--- src/rtl/tap_buf_mc_pkg.sv ---
// Shared width helpers for the multi-channel tap buffer.
// Default-parameter constants are kept here; modules derive their own from the functions.
package tap_buf_mc_pkg;

  function automatic int clog2(input int v);
    int r;
    int t;
    r = 0;
    t = 1;
    while (t < v) begin
      t = t * 2;
      r = r + 1;
    end
    return r;
  endfunction

  function automatic int cw_f(input int ch);
    return (clog2(ch) < 1) ? 1 : clog2(ch);
  endfunction

  function automatic int iw_f(input int m);
    return (clog2(m) < 1) ? 1 : clog2(m);
  endfunction

  function automatic int sw_f(input int w, input int m);
    return w + clog2(m);
  endfunction

  localparam int DEF_W  = 12;
  localparam int DEF_M  = 6;
  localparam int DEF_CH = 2;
  localparam int CW     = cw_f(DEF_CH);
  localparam int IW     = iw_f(DEF_M);
  localparam int SW     = sw_f(DEF_W, DEF_M);

endpackage

--- src/rtl/tap_buf_mc_tap_chan.sv ---
// One channel: M-deep tap shift register, saturating fill counter and running sum.
// Next-state sum/full are exported so the top can register sum_o and sum_valid on the same edge.
module tap_chan
  import tap_buf_mc_pkg::*;
#(
  parameter int W  = 12,
  parameter int M  = 6,
  parameter int SW = 15
) (
  input  logic            clk,
  input  logic            rst,
  input  logic            clr,
  input  logic            wr_en,
  input  logic [W-1:0]    x,
  output logic [M*W-1:0]  taps_o,
  output logic [SW-1:0]   sum_next_o,
  output logic            full_next_o,
  output logic            full_o
);

  localparam int CNT_W = clog2(M + 1);
  localparam logic [CNT_W-1:0] CNT_FULL = CNT_W'(M);

  logic [W-1:0]     taps_q [M];
  logic [W-1:0]     taps_d [M];
  logic [SW-1:0]    sum_q, sum_d;
  logic [CNT_W-1:0] count_q, count_d;
  logic             full_q, full_d;

  always_comb begin
    taps_d  = taps_q;
    sum_d   = sum_q;
    count_d = count_q;
    if (clr) begin
      for (int i = 0; i < M; i++) taps_d[i] = '0;
      sum_d   = '0;
      count_d = '0;
    end else if (wr_en) begin
      taps_d[0] = x;
      for (int i = 1; i < M; i++) taps_d[i] = taps_q[i-1];
      // The oldest tap leaves the window as the new sample enters it.
      sum_d = sum_q + SW'(x) - SW'(taps_q[M-1]);
      if (count_q != CNT_FULL) count_d = count_q + 1'b1;
    end
    full_d = (count_d == CNT_FULL);
  end

  always_ff @(posedge clk) begin
    if (rst) begin
      for (int i = 0; i < M; i++) taps_q[i] <= '0;
      sum_q   <= '0;
      count_q <= '0;
      full_q  <= 1'b0;
    end else begin
      for (int i = 0; i < M; i++) taps_q[i] <= taps_d[i];
      sum_q   <= sum_d;
      count_q <= count_d;
      full_q  <= full_d;
    end
  end

  for (genvar gi = 0; gi < M; gi++) begin : g_flat
    assign taps_o[gi*W +: W] = taps_q[gi];
  end

  assign sum_next_o  = sum_d;
  assign full_next_o = full_d;
  assign full_o      = full_q;

endmodule

--- src/rtl/tap_buf_mc.sv ---
// Multi-channel moving-window tap buffer: per-channel shift registers with running sums,
// a registered random-access tap read port and a registered sum output stream.
module tap_buf_mc
  import tap_buf_mc_pkg::*;
#(
  parameter int W  = 12,
  parameter int M  = 6,
  parameter int CH = 2
) (
  input  logic                   clk,
  input  logic                   rst,
  input  logic                   en,
  input  logic [cw_f(CH)-1:0]    ch,
  input  logic [W-1:0]           x,
  input  logic                   clr,
  input  logic [cw_f(CH)-1:0]    rd_ch,
  input  logic [iw_f(M)-1:0]     rd_idx,
  output logic [W-1:0]           rd_data,
  output logic [sw_f(W,M)-1:0]   sum_o,
  output logic [cw_f(CH)-1:0]    sum_ch,
  output logic                   sum_valid,
  output logic [CH-1:0]          full
);

  localparam int CH_W  = cw_f(CH);
  localparam int IDX_W = iw_f(M);
  localparam int SUM_W = sw_f(W, M);

  logic [CH-1:0]    wr_en;
  logic [M*W-1:0]   taps     [CH];
  logic [SUM_W-1:0] sum_next [CH];
  logic [CH-1:0]    full_next;

  logic [W-1:0]     rd_data_q, rd_data_d;
  logic [SUM_W-1:0] sum_o_q, sum_o_d;
  logic [CH_W-1:0]  sum_ch_q, sum_ch_d;
  logic             sum_valid_q, sum_valid_d;

  // Out-of-range channel tags match no lane, so such samples are simply dropped.
  for (genvar gi = 0; gi < CH; gi++) begin : g_chan
    assign wr_en[gi] = en && (ch == CH_W'(gi));

    tap_chan #(
      .W  (W),
      .M  (M),
      .SW (SUM_W)
    ) u_chan (
      .clk         (clk),
      .rst         (rst),
      .clr         (clr),
      .wr_en       (wr_en[gi]),
      .x           (x),
      .taps_o      (taps[gi]),
      .sum_next_o  (sum_next[gi]),
      .full_next_o (full_next[gi]),
      .full_o      (full[gi])
    );
  end

  // Reads see the pre-update taps; an unmatched (out-of-range) address yields zero.
  always_comb begin
    rd_data_d = '0;
    for (int c = 0; c < CH; c++) begin
      for (int i = 0; i < M; i++) begin
        if (rd_ch == CH_W'(c) && rd_idx == IDX_W'(i)) rd_data_d = taps[c][i*W +: W];
      end
    end
  end

  always_comb begin
    sum_valid_d = 1'b0;
    sum_o_d     = sum_o_q;
    sum_ch_d    = sum_ch_q;
    for (int c = 0; c < CH; c++) begin
      if (wr_en[c] && full_next[c] && !clr) begin
        sum_valid_d = 1'b1;
        sum_o_d     = sum_next[c];
        sum_ch_d    = CH_W'(c);
      end
    end
  end

  always_ff @(posedge clk) begin
    if (rst) begin
      rd_data_q   <= '0;
      sum_o_q     <= '0;
      sum_ch_q    <= '0;
      sum_valid_q <= 1'b0;
    end else begin
      rd_data_q   <= rd_data_d;
      sum_o_q     <= sum_o_d;
      sum_ch_q    <= sum_ch_d;
      sum_valid_q <= sum_valid_d;
    end
  end

  assign rd_data   = rd_data_q;
  assign sum_o     = sum_o_q;
  assign sum_ch    = sum_ch_q;
  assign sum_valid = sum_valid_q;

endmodule

--- config.mk ---
export PLATFORM = sky130hd
export DESIGN_NAME = tap_buf_mc
export DESIGN_NICKNAME = d
export VERILOG_FILES = /design/src/rtl/tap_buf_mc_pkg.sv /design/src/rtl/tap_buf_mc_tap_chan.sv /design/src/rtl/tap_buf_mc.sv
export SDC_FILE = /design/constraint.sdc
export NUM_CORES = 1
export LEC_CHECK = 0
export BUFFER_PORTS_ARGS = -buffer_cell sky130_fd_sc_hd__buf_2
export CAP_MARGIN = 25
export CORE_ASPECT_RATIO = 0.9
export CORE_MARGIN = 2
export CORE_UTILIZATION = 30
export CTS_BUF_LIST = sky130_fd_sc_hd__clkbuf_8
export DETAILED_ROUTE_END_ITERATION = 8
export GPL_ROUTABILITY_DRIVEN = 0
export GPL_TIMING_DRIVEN = 1
export PLACE_DENSITY = 0.47
export SYNTH_ARGS = -nofsm -noshare
export SYNTH_HDL_FRONTEND = slang
export SYNTH_SLANG_ARGS = --single-unit
--- constraint.sdc ---
create_clock -name clk -period 2.58 [get_ports clk]
set_input_delay 0.129 -clock clk [delete_from_list [all_inputs] [get_ports clk]]
set_output_delay 0.129 -clock clk [all_outputs]
set_load 0.01 [all_outputs]
# After elaboration in Yosys (flattened, before gate mapping)
# Index checks and enable logic that the tools add are counted.
dict set report classes {
  reduce_logical 22
  n_addsub 6
  mux 28
  eq_ne 9
  bitwise 2
}
# cell n
set ops {}
lappend ops {{12-bit two-way mux} 12}
lappend ops {{15-bit two-way mux} 6}
lappend ops {{15-bit by 12-bit adder with 15-bit output} 2}
lappend ops {{15-bit by 12-bit subtractor with 15-bit output} 2}
lappend ops {{1-bit logical AND} 18}
lappend ops {{3-bit two-way mux} 6}
lappend ops {{3-bit == test, second input constant} 4}
lappend ops {{3-bit by 1-bit adder with 3-bit output, second input constant} 2}
lappend ops {{3-bit by 2-bit == test with 1-bit output, second input constant} 2}
lappend ops {{3-bit inequality test, second input constant} 2}
lappend ops {{1-bit two-way mux} 4}
lappend ops {{3-bit by 1-bit == test with 1-bit output, second input constant} 1}
lappend ops {{3-bit zero test} 1}
lappend ops {{1-bit NOT} 2}
lappend ops {{2-bit nonzero test} 1}
lappend ops {{2-bit OR reduction} 1}
lappend ops {{1-bit zero test} 1}
dict set report totals {
  in_bits 21
  ff_bits 211
  out_inout_bits 31
  wordCells 89
}

# Depth between registers and ports, before layout
# Gate-level depths: netlist of run 1.
dict set report logic_depth {
  depth_word 14
  ltp_mapped 12
  ltp_nobuf 12
}

# Cells and area by module
# From an unflattened synthesis of run 1, not the netlist that was laid out.
dict set report hier_totals {
  cells_unflattened 1346
  hier_area_um2 11766.3
}
# mod n_inst area_per_inst_um2 cells_each
set modules_own_cells {}
lappend modules_own_cells {{tap_chan at g_chan[1].u_chan} 1 4535.6 505}
lappend modules_own_cells {{tap_chan at g_chan[0].u_chan} 1 4530.6 504}
lappend modules_own_cells {tap_buf_mc 1 2700.1 337}

# Least setup slack after synthesis of run 1
# OpenSTA, ideal clock, no wires.
dict set report synth_path {
  path_kind {flip-flop to flip-flop}
  startpoint {register g_chan[1].u_chan.sum_q[9]}
  endpoint {register g_chan[1].u_chan.sum_q[14]}
  stages_incl_launch_ff 11
  arrival_ps 2668
  synth_period_minus_slack_ps 2739
  slack_ps -159
  setup_time_ps 72
  n_path_buf 0
  cell_sequence {dfxtp_1 inv_1 fa_1 inv_1 ha_1 and2_4 a221o_1 a221o_1 or3_1 a21oi_2 mux2i_1}
}
dict set report synth_between {
  elab_chain_len 4
}
# item line
set synth_rtl {}
lappend synth_rtl {{from (decl)} tap_buf_mc_tap_chan.sv:26} ;# logic [SW-1:0] sum_q, sum_d;
lappend synth_rtl {{from (signal assigned)} tap_buf_mc_tap_chan.sv:56} ;# sum_q <= sum_d;
lappend synth_rtl {{15-bit by 12-bit adder with 15-bit output} tap_buf_mc_tap_chan.sv:42} ;# sum_d = sum_q + SW'(x) - SW'(taps_q[M-1]);
lappend synth_rtl {{15-bit by 12-bit subtractor with 15-bit output} tap_buf_mc_tap_chan.sv:42}
lappend synth_rtl {{15-bit two-way mux} tap_buf_mc_tap_chan.sv:38} ;# end else if (wr_en) begin
lappend synth_rtl {{15-bit two-way mux} tap_buf_mc_tap_chan.sv:34} ;# if (clr) begin
# Every way passes these cells.
# A chain may end at the register's enable or synchronous reset.

# Final worst setup path of run 1
dict set report layout_path {
  startpoint {register g_chan[1].u_chan.sum_q[8]}
  endpoint {register g_chan[1].u_chan.sum_q[14]}
}
# Same word-level chain as after synthesis.

==> results of run 1 <==
## power groups by stage
stage	clock network, mW	registers, mW	logic, mW
final	3.23	3.32	1.64
after global routing	3.49	3.32	1.78
after CTS	3.34	3.32	1.51
after detailed placement	0	3.39	1.39
after global placement	0	3.39	1.38
after floorplan	0	3.39	0.768
## cell usage after synthesis (3+ instances only)
library cell	number	area, um^2
o221ai_1	7	61.31
nor2b_1	17	106.4
a222oi_1	11	110.1
buf_1	17	63.81
clkbuf_1	66	247.7
mux2_2	10	112.6
a22oi_1	10	75.07
or3_1	6	37.54
dfxtp_1	211	4224
mux2i_1	13	130.1
o211ai_1	8	60.06
and2_1	3	18.77
buf_2	7	35.03
xor2_1	3	26.28
o21a_1	8	60.06
o31a_1	3	26.28
nor3_1	16	80.08
ha_1	34	425.4
a2bb2oi_1	9	78.83
nand2b_1	9	56.30
nand2_1	345	1295
inv_1	99	371.6
nand3_1	11	55.05
a32oi_1	3	26.28
a22o_1	4	35.03
a21oi_1	219	1096
o22ai_1	12	75.07
nor3b_1	3	22.52
a211oi_1	14	105.1
xnor2_1	14	122.6
and4_1	3	26.28
buf_4	3	22.52
o21ai_1	6	30.03
fa_1	24	480.5
nand3b_1	12	90.09
nor2_1	73	274.0
o21ai_0	48	240.2
or2_2	4	25.02
## final timing paths
path | to | startpoint | cells after the start
setup / recovery | g_chan[1].u_chan.sum_q[14] | g_chan[1].u_chan.sum_q[8] | 10
hold / removal | g_chan[0].u_chan.taps_o[0] | ch | 4
setup reg to reg | g_chan[1].u_chan.sum_q[14] | g_chan[1].u_chan.sum_q[8] | 10
hold reg to reg | g_chan[1].u_chan.sum_q[0] | g_chan[1].u_chan.sum_q[0] | 2
## cells by family (layout without fill, tap and decap cells)
| family | count (synthesis) | after routing | synth area share |
|---|---|---|---|
| AOI/OAI and AO/OA | 384 | 384 | 0.2136 |
| DFF | 211 | 211 | 0.3895 |
| adders and majority gates | 58 | 58 | 0.08354 |
| xor gates and xnor gates | 19 | 19 | 0.01788 |
| and+or+nand+nor | 518 | 518 | 0.2045 |
| muxes | 23 | 23 | 0.02238 |
| buffers and inverters | 193 | 357 | 0.06865 |
## repair_timing
item / in CTS / in global routing
setup endpoints to repair: 27 / 30
hold buffers: 12 / 0
pin swaps: 26 / 38
hold endpoints to repair: 24 / 0
gates resized for setup: 55 / 62
buffers inserted: 2 / 7
## sequential cells by signal (all words and copies together), names as in the netlist
register               flops
g_chan.u_chan.count_q      6
g_chan.u_chan.sum_q       30
g_chan.u_chan.taps_o     144
rd_data                   12
sum_ch                     1
sum_o                     15
g_chan.u_chan.full_o       2
sum_valid                  1
## final cells by class
type                            count  area share
Clock inverter                     25     0.01147
Sequential cell                   211      0.3090
Tap cell                          476     0.04334
Clock buffer                       44     0.04407
Timing Repair Buffer              188      0.1014
Inverter                          100     0.02732
Multi-Input combinational cell   1002      0.4634
## worst max-delay path, stage by stage (launching register included)
cell and delay, ns:
dfxtp_1 0.33, inv_1 0.06, fa_1 0.49, inv_1 0.06
ha_4 0.21, and2_4 0.13, a221o_1 0.33, a221o_1 0.35
or3_4 0.34, a21oi_2 0.15, mux2i_1 0.19
## metrics by stage
| stage | instance area, um^2 | util | TNS, ns |
|---|---|---|---|
| global placement | 12320 | 0.3429 | -4.169 |
| global route | 13740 | 0.3825 | -1.693 |
| finish | 13740 | 0.3825 | -0.3657 |
| CTS | 13450 | 0.3743 | -0.4568 |
| detailed placement | 12320 | 0.3429 | -4.259 |
| floorplan | 10870 | - | -0.05601 |
## cell usage in the layout, fill, tap and decap left out, types with 9 or more instances in the layout
cell / instances
a211oi_1: 9
a21oi_1: 208
a21oi_2: 10
a222oi_1: 11
a2bb2oi_1: 9
buf_2: 51
buf_4: 113
clkbuf_8: 44
dfxtp_1: 196
dfxtp_2: 14
dlygate4sd3_1: 12
fa_1: 21
ha_1: 19
ha_4: 12
inv_1: 105
inv_2: 13
mux2_2: 10
mux2i_1: 13
nand2_1: 340
nand3_1: 10
nand3b_1: 12
nor2_1: 70
nor2b_1: 13
nor3_1: 16
o21ai_0: 42
o21ai_1: 10
o22ai_1: 12
## metal layers
metal  GRT usage  share of wire  up-vias
met5           0              0        -
met1      0.2570           0.48     4700
met4     0.05130          0.021        0
met2      0.3016           0.46      168
met3     0.03147          0.041       51
li1            -              -     5022
==> key figures, run 1 <==
Clock tree
  • Clock root buffer: clkbuf_8
  • TritonCTS clock tree: built
  • Clock sinks: 211
  • Reg clk slew, reported paths: 0.06 ns
  • Worst skew pair latency: 0.56 ns
  • Cts bufs inserted: 40
  • Deepest clock path buffer count: 3
  • CTS H-tree lvls: 2

Layout
  • Filler cell count: 3774
  • Diodes inserted: 0
  • Sequential cell area: 0.004245 mm^2
  • Share of layout cells above drive strength 1: 0.2204
  • Area grow syn2layout: 26.71%
  • Multi-input gate area in the final layout: 0.006367 mm^2
  • Fin nets: 1622
  • Number of cells in the finished layout apart from fillers: 2046

Critical path
  • Crit path DAT: 3.17 ns
  • Highest net fanout along the worst path: 3
  • Kind of launch point of the worst setup path: flip-flop
  • Category of the critical setup timing path: flip-flop to flip-flop
  • Kind of end point of the critical path: flip-flop
  • Critical path data required time: 3.08 ns
  • Reg-to-reg setup timing slack: -0.1 ns

Floorplan
  • Initial core utilization: 0.3019
  • Floorplan row count: 66
  • Core area: 0.03592 mm^2
  • Die ar.: 0.03769 mm^2
  • Height of the chip: 184.4 um
  • I/O pins: 52
  • Floorplan die width: 204.4 um

Worst hold path
  • Type of the tightest min-delay check: input port to flip-flop

Logic synthesis
  • Count of mapped cells out of synthesis: 1406
  • Fraction of the yosys area taken by sequential cells: 0.3895
  • Synthesized area divided by synthesized cell count: 7.713 um^2
  • Prevailing post-synth register cell: dfxtp_1
  • Area of the mapped netlist: 0.01084 mm^2
  • Synthesis-stage register bit count: 211
  • Distinct cells, synth: 69
  • Synth warnings: 0
  • Number of enable flip-flop cells after synthesis: 0
  • Fraction of synthesis flops using an asynchronous set or reset pin: 0
  • Syn Nets: 1485

Placement
  • DP Cell Count: 1958
  • Setup Slack @ Placement: -0.3153 ns
  • Buffers added on ports: 51
  • Total half-perimeter wirelength after legalization and detailed placement: 24210 um

Detailed routing
  • Residual antenna-violating net count after detailed routing: 0
  • DR DRC count: 0
  • WL per Instance: 17.27 um
  • Via count of the routed design: 9941
  • DR vias/cell: 4.859
  • Final wirelength: 35340 um
  • Drt initial violations: 674
  • Pre-antenna DRT Iters: 5

Timing
  • Final critical-path share of the clock period: 1.037
  • Count of final hold-check violations: 0
  • Slew headroom: 0.3833
  • Clock period minus worst slack: 2.675 ns
  • Least-Margin Pin Slew: 0.9251 ns
  • Max Clock Freq: 373.8 MHz
  • Worst hold slack after final layout: 0.05871 ns
  • Number of endpoints failing setup at the final stage: 7
  • RSZ-0062 raised after global routing: yes
  • Final worst-path setup slack: -0.09501 ns
  • Worst Skew: 0.02189 ns
  • Count of pins over their slew limit: 0

Power and ir drop
  • Leakage: 5.142 nW
  • Logic gate share of total power: 0.200
  • Net switching power: 2.402 mW
  • VDD IR max: 0.2559 mV
  • Total design power: 8.191 mW
  • Internal cell power: 5.788 mW
  • Sequential Power Share: 0.405
  • Clock network power share: 0.395
  • Power Density: 596.1 mW/mm^2
  • Switching Fraction: 0.2933

Global routing
  • GRT Resource Usage Total: 0.1869
  • Pin count of the biggest net entering global routing: 81
  • Initial antenna violation count: 0
  • Vias in the first global route: 9635
  • First-pass GRT wire length: 55070 um
  • Gr ovfl total: 0

Run
  • Max-cap violations: 0

Run status
  • Violations in the final reports: negative setup slack
  • Status: complete, but fails checks
Power figures use the tool's default switching activity.
==> run 2: changes to the inputs <==
--- a/config.mk
+++ b/config.mk
@@ -17,4 +17,5 @@
 export PLACE_DENSITY = 0.47
 export SYNTH_ARGS = -nofsm -noshare
 export SYNTH_HDL_FRONTEND = slang
+export SYNTH_HIERARCHICAL = 1
 export SYNTH_SLANG_ARGS = --single-unit
==> run 2 against run 1 <==
- the flow still finishes with violations (negative setup slack)
- register-to-register slack lost 0.23 ns
- worst setup slack got worse by 0.23 ns
- hold slack improved by 0.0050 ns
- maximum frequency shrank 8.1%
- total power grew 2.9%
- critical path depth unchanged
- routed wire length increased by 6.2%
- combinational power is 13% higher
- final cell count grew 2.1%
- core utilization is 0.91 points higher
- flip-flop and latch count unchanged
- via count rose by 2.2%
==> key figures, run 2 <==
Run status
  • Status: complete, but fails checks (unchanged)
  • Violations in the final reports: negative setup slack (unchanged)

Layout
  • Final core utilization: 0.3916 (was 0.3825)
  • Multi-input gate area in the final layout: 0.007189 mm^2 (was 0.006367 mm^2)
  • Most used cells in the layout excluding fill and tap cells: nor2_1, mux2i_1, dfxtp_1, buf_4, inv_1 (was nand2_1, a21oi_1, dfxtp_1, buf_4, inv_1)
  • Most frequent standard cell in the layout excluding fill and tap cells: nor2_1 (was nand2_1)
  • Share of layout cells above drive strength 1: 0.2649 (was 0.2204)
  • Number of flip-flops under the largest register name: 144 (unchanged)
  • Number of cells in the finished layout apart from fillers: 2088 (was 2046)
  • Diodes inserted: 0 (unchanged)
  • Sequential cell area: 0.004264 mm^2 (was 0.004245 mm^2)
  • Area grow syn2layout: 28.27% (was 26.71%)
  • Fin nets: 1614 (was 1622)
  • Summed area of non-filler cells in the final layout: 0.01509 mm^2 (was 0.01374 mm^2)
  • Filler cell count: 3906 (was 3774)

Timing
  • Worst Skew: 0.02425 ns (was 0.02189 ns)
  • Count of pins over their slew limit: 0 (unchanged)
  • Final critical-path share of the clock period: 1.128 (was 1.037)
  • RSZ-0062 raised after global routing: yes (unchanged)
  • Number of endpoints failing setup at the final stage: 18 (was 7)
  • Clock period minus worst slack: 2.909 ns (was 2.675 ns)
  • Slew headroom: 0.4705 (was 0.3833)
  • Max Clock Freq: 343.7 MHz (was 373.8 MHz)
  • Final worst-path setup slack: -0.3295 ns (was -0.09501 ns)
  • Least-Margin Pin Slew: 0.7942 ns (was 0.9251 ns)
  • Count of final hold-check violations: 0 (unchanged)

Floorplan
  • I/O pins: 52 (unchanged)
  • Die ar.: 0.04082 mm^2 (was 0.03769 mm^2)
  • Core area: 0.03854 mm^2 (was 0.03592 mm^2)
  • Height of the chip: 191.9 um (was 184.4 um)
  • Floorplan die width: 212.8 um (was 204.4 um)
  • Floorplan row count: 68 (was 66)
  • Initial core utilization: 0.3053 (was 0.3019)

Logic synthesis
  • Post-synth top cells: nor2_1, dfxtp_1, mux2i_1, inv_1, nand2_1 (was nand2_1, a21oi_1, dfxtp_1, inv_1, nor2_1)
  • Synthesized area divided by synthesized cell count: 8.742 um^2 (was 7.713 um^2)
  • Synth warnings: 6 (was 0)
  • Synthesis-stage register bit count: 211 (unchanged)
  • Prevailing post-synth register cell: dfxtp_1 (unchanged)
  • Distinct cells, synth: 76 (was 69)
  • Number of enable flip-flop cells after synthesis: 0 (unchanged)
  • Area of the mapped netlist: 0.01177 mm^2 (was 0.01084 mm^2)
  • Share of the synthesized area in the top cell type: 0.3590 (was 0.3895)
  • Post-synthesis cell type with the largest combined area: dfxtp_1 (unchanged)
  • Cell types with the largest area share after synthesis: dfxtp_1, mux2i_1, nor2_1, fa_1, ha_1 (was dfxtp_1, nand2_1, a21oi_1, fa_1, ha_1)
  • Fraction of synthesis flops using an asynchronous set or reset pin: 0 (unchanged)
  • Count of mapped cells out of synthesis: 1346 (was 1406)
  • Syn Nets: 1425 (was 1485)
  • Fraction of the yosys area taken by sequential cells: 0.3590 (was 0.3895)
  • Cell with the most instances after synthesis: nor2_1 (was nand2_1)

Detailed routing
  • WL per Instance: 17.98 um (was 17.27 um)
  • Drt initial violations: 640 (was 674)
  • DR vias/cell: 4.866 (was 4.859)
  • Pre-antenna DRT Iters: 5 (unchanged)
  • Final wirelength: 37540 um (was 35340 um)
  • Via count of the routed design: 10160 (was 9941)
  • DR DRC count: 0 (unchanged)
  • Residual antenna-violating net count after detailed routing: 0 (unchanged)

Clock tree
  • Worst skew pair latency: 0.59 ns (was 0.56 ns)
  • Cts bufs inserted: 41 (was 40)
  • CTS H-tree lvls: 2 (unchanged)
  • Deepest clock path buffer count: 3 (unchanged)
  • Reg clk slew, reported paths: 0.06 ns (about the same)
  • Clock sinks: 211 (unchanged)
  • TritonCTS clock tree: built (unchanged)
  • Clock root buffer: clkbuf_8 (unchanged)

Placement
  • Instance area after placement: 0.01354 mm^2 (was 0.01232 mm^2)
  • Buffers added on ports: 51 (unchanged)
  • Total half-perimeter wirelength after legalization and detailed placement: 26410 um (was 24210 um)
  • DP Cell Count: 1991 (was 1958)

Critical path
  • Category of the critical setup timing path: flip-flop to flip-flop (unchanged)
  • Critical path data required time: 3.03 ns (was 3.08 ns)
  • Kind of end point of the critical path: flip-flop (unchanged)
  • Kind of launch point of the worst setup path: flip-flop (unchanged)
  • Crit path DAT: 3.36 ns (was 3.17 ns)
  • Highest net fanout along the worst path: 2 (was 3)

Global routing
  • Pin count of the biggest net entering global routing: 88 (was 81)
  • Met1 capacity usage during global routing: 0.2698 (was 0.2570)
  • Vias in the first global route: 9897 (was 9635)
  • GRT Max-Usage Layer: met2 (unchanged)
  • First-pass GRT wire length: 58330 um (was 55070 um)
  • Met2 layer usage reported by global route: 0.2746 (was 0.3016)
  • Initial antenna violation count: 0 (unchanged)
  • GR Layer Usage met3: 0.04578 (was 0.03147)
  • Gr ovfl total: 0 (unchanged)
  • GRT Resource Usage Total: 0.1863 (was 0.1869)

Run
  • Max-cap violations: 0 (unchanged)

Power and ir drop
  • Power Density: 558.5 mW/mm^2 (was 596.1 mW/mm^2)
  • Leakage: 6.153 nW (was 5.142 nW)
  • VDD IR max: 0.3434 mV (was 0.2559 mV)

Worst hold path
  • Type of the tightest min-delay check: input port to flip-flop (unchanged)
-- run 2: repair_timing --
item | 4_1_cts | 5_1_grt
buffers inserted | 17 | 9
pin swaps | 46 | 29
resized for setup | 112 | 33
hold buffers | 9 | 0
setup endpoints to repair | 22 | 29
gates cloned | 0 | 0
hold endpoints to repair | 17 | 0
-- run 2: cell type report --
cell class              instances  area share
multi-input cells             934      0.4763
clock inverters                24    0.008456
well taps                     525     0.04352
clock buffers                  47     0.04286
repair buffers                232      0.1174
flip-flops and latches        211      0.2825
inverters                     115     0.02893
-- run 2: through the flow --
step	hold slack [ns]	worst slack (ns)	total power [mW]	setup TNS, ns
6_report	0.06372	-0.3295	8.429	-2.842
4_1_cts	0.03080	-0.3209	8.474	-2.839
5_1_grt	0.04237	-0.4742	8.850	-5.315
3_3_place_gp	0.4405	-0.5420	4.942	-5.008
3_5_place_dp	0.4529	-0.5266	4.947	-5.274
2_1_floorplan	0.2762	-0.2035	4.343	-0.3504
-- run 2: worst max-delay path, cell delays in order, from the launching register on --
cell	delay, ns
dfxtp_4	0.36
fa_1	0.51
fa_2	0.39
nor2b_4	0.12
o31a_1	0.21
nor3_4	0.06
o221ai_2	0.26
mux2i_2	0.32
mux2_4	0.33
mux2i_1	0.13
a211oi_1	0.08
-- run 2: worst paths after layout --
check / end / slack [ns] / cells past startpoint / from
setup / recovery: sum_o[14] / -0.33 / 10 / g_chan[0].u_chan/taps_o[61]
hold / removal: g_chan[1].u_chan/taps_o[11] / 0.06 / 4 / x[11]
setup reg to reg: sum_o[14] / -0.33 / 10 / g_chan[0].u_chan/taps_o[61]
hold reg to reg: sum_ch / 0.46 / 2 / sum_ch
-- run 2: power by group --
part | switching [mW] | internal (mW) | total (mW)
logic | 0.977 | 0.885 | 1.86
registers | 0.0235 | 3.30 | 3.32
clock network | 1.50 | 1.75 | 3.25
-- run 2: cell families after synthesis --
group | count (synthesis) | synth area share
xor+xnor | 16 | 0.01191
mux | 203 | 0.1744
fa+ha+maj | 58 | 0.07699
compound gates | 238 | 0.1423
simple gates | 419 | 0.1592
buf+inv | 201 | 0.07624
flops | 211 | 0.3590
-- run 2: metal layers --
layer,wire (um),part of all wire
met3,2188,0.058
met1,18640,0.50
met2,16000,0.43
met5,0,0
met4,710,0.019
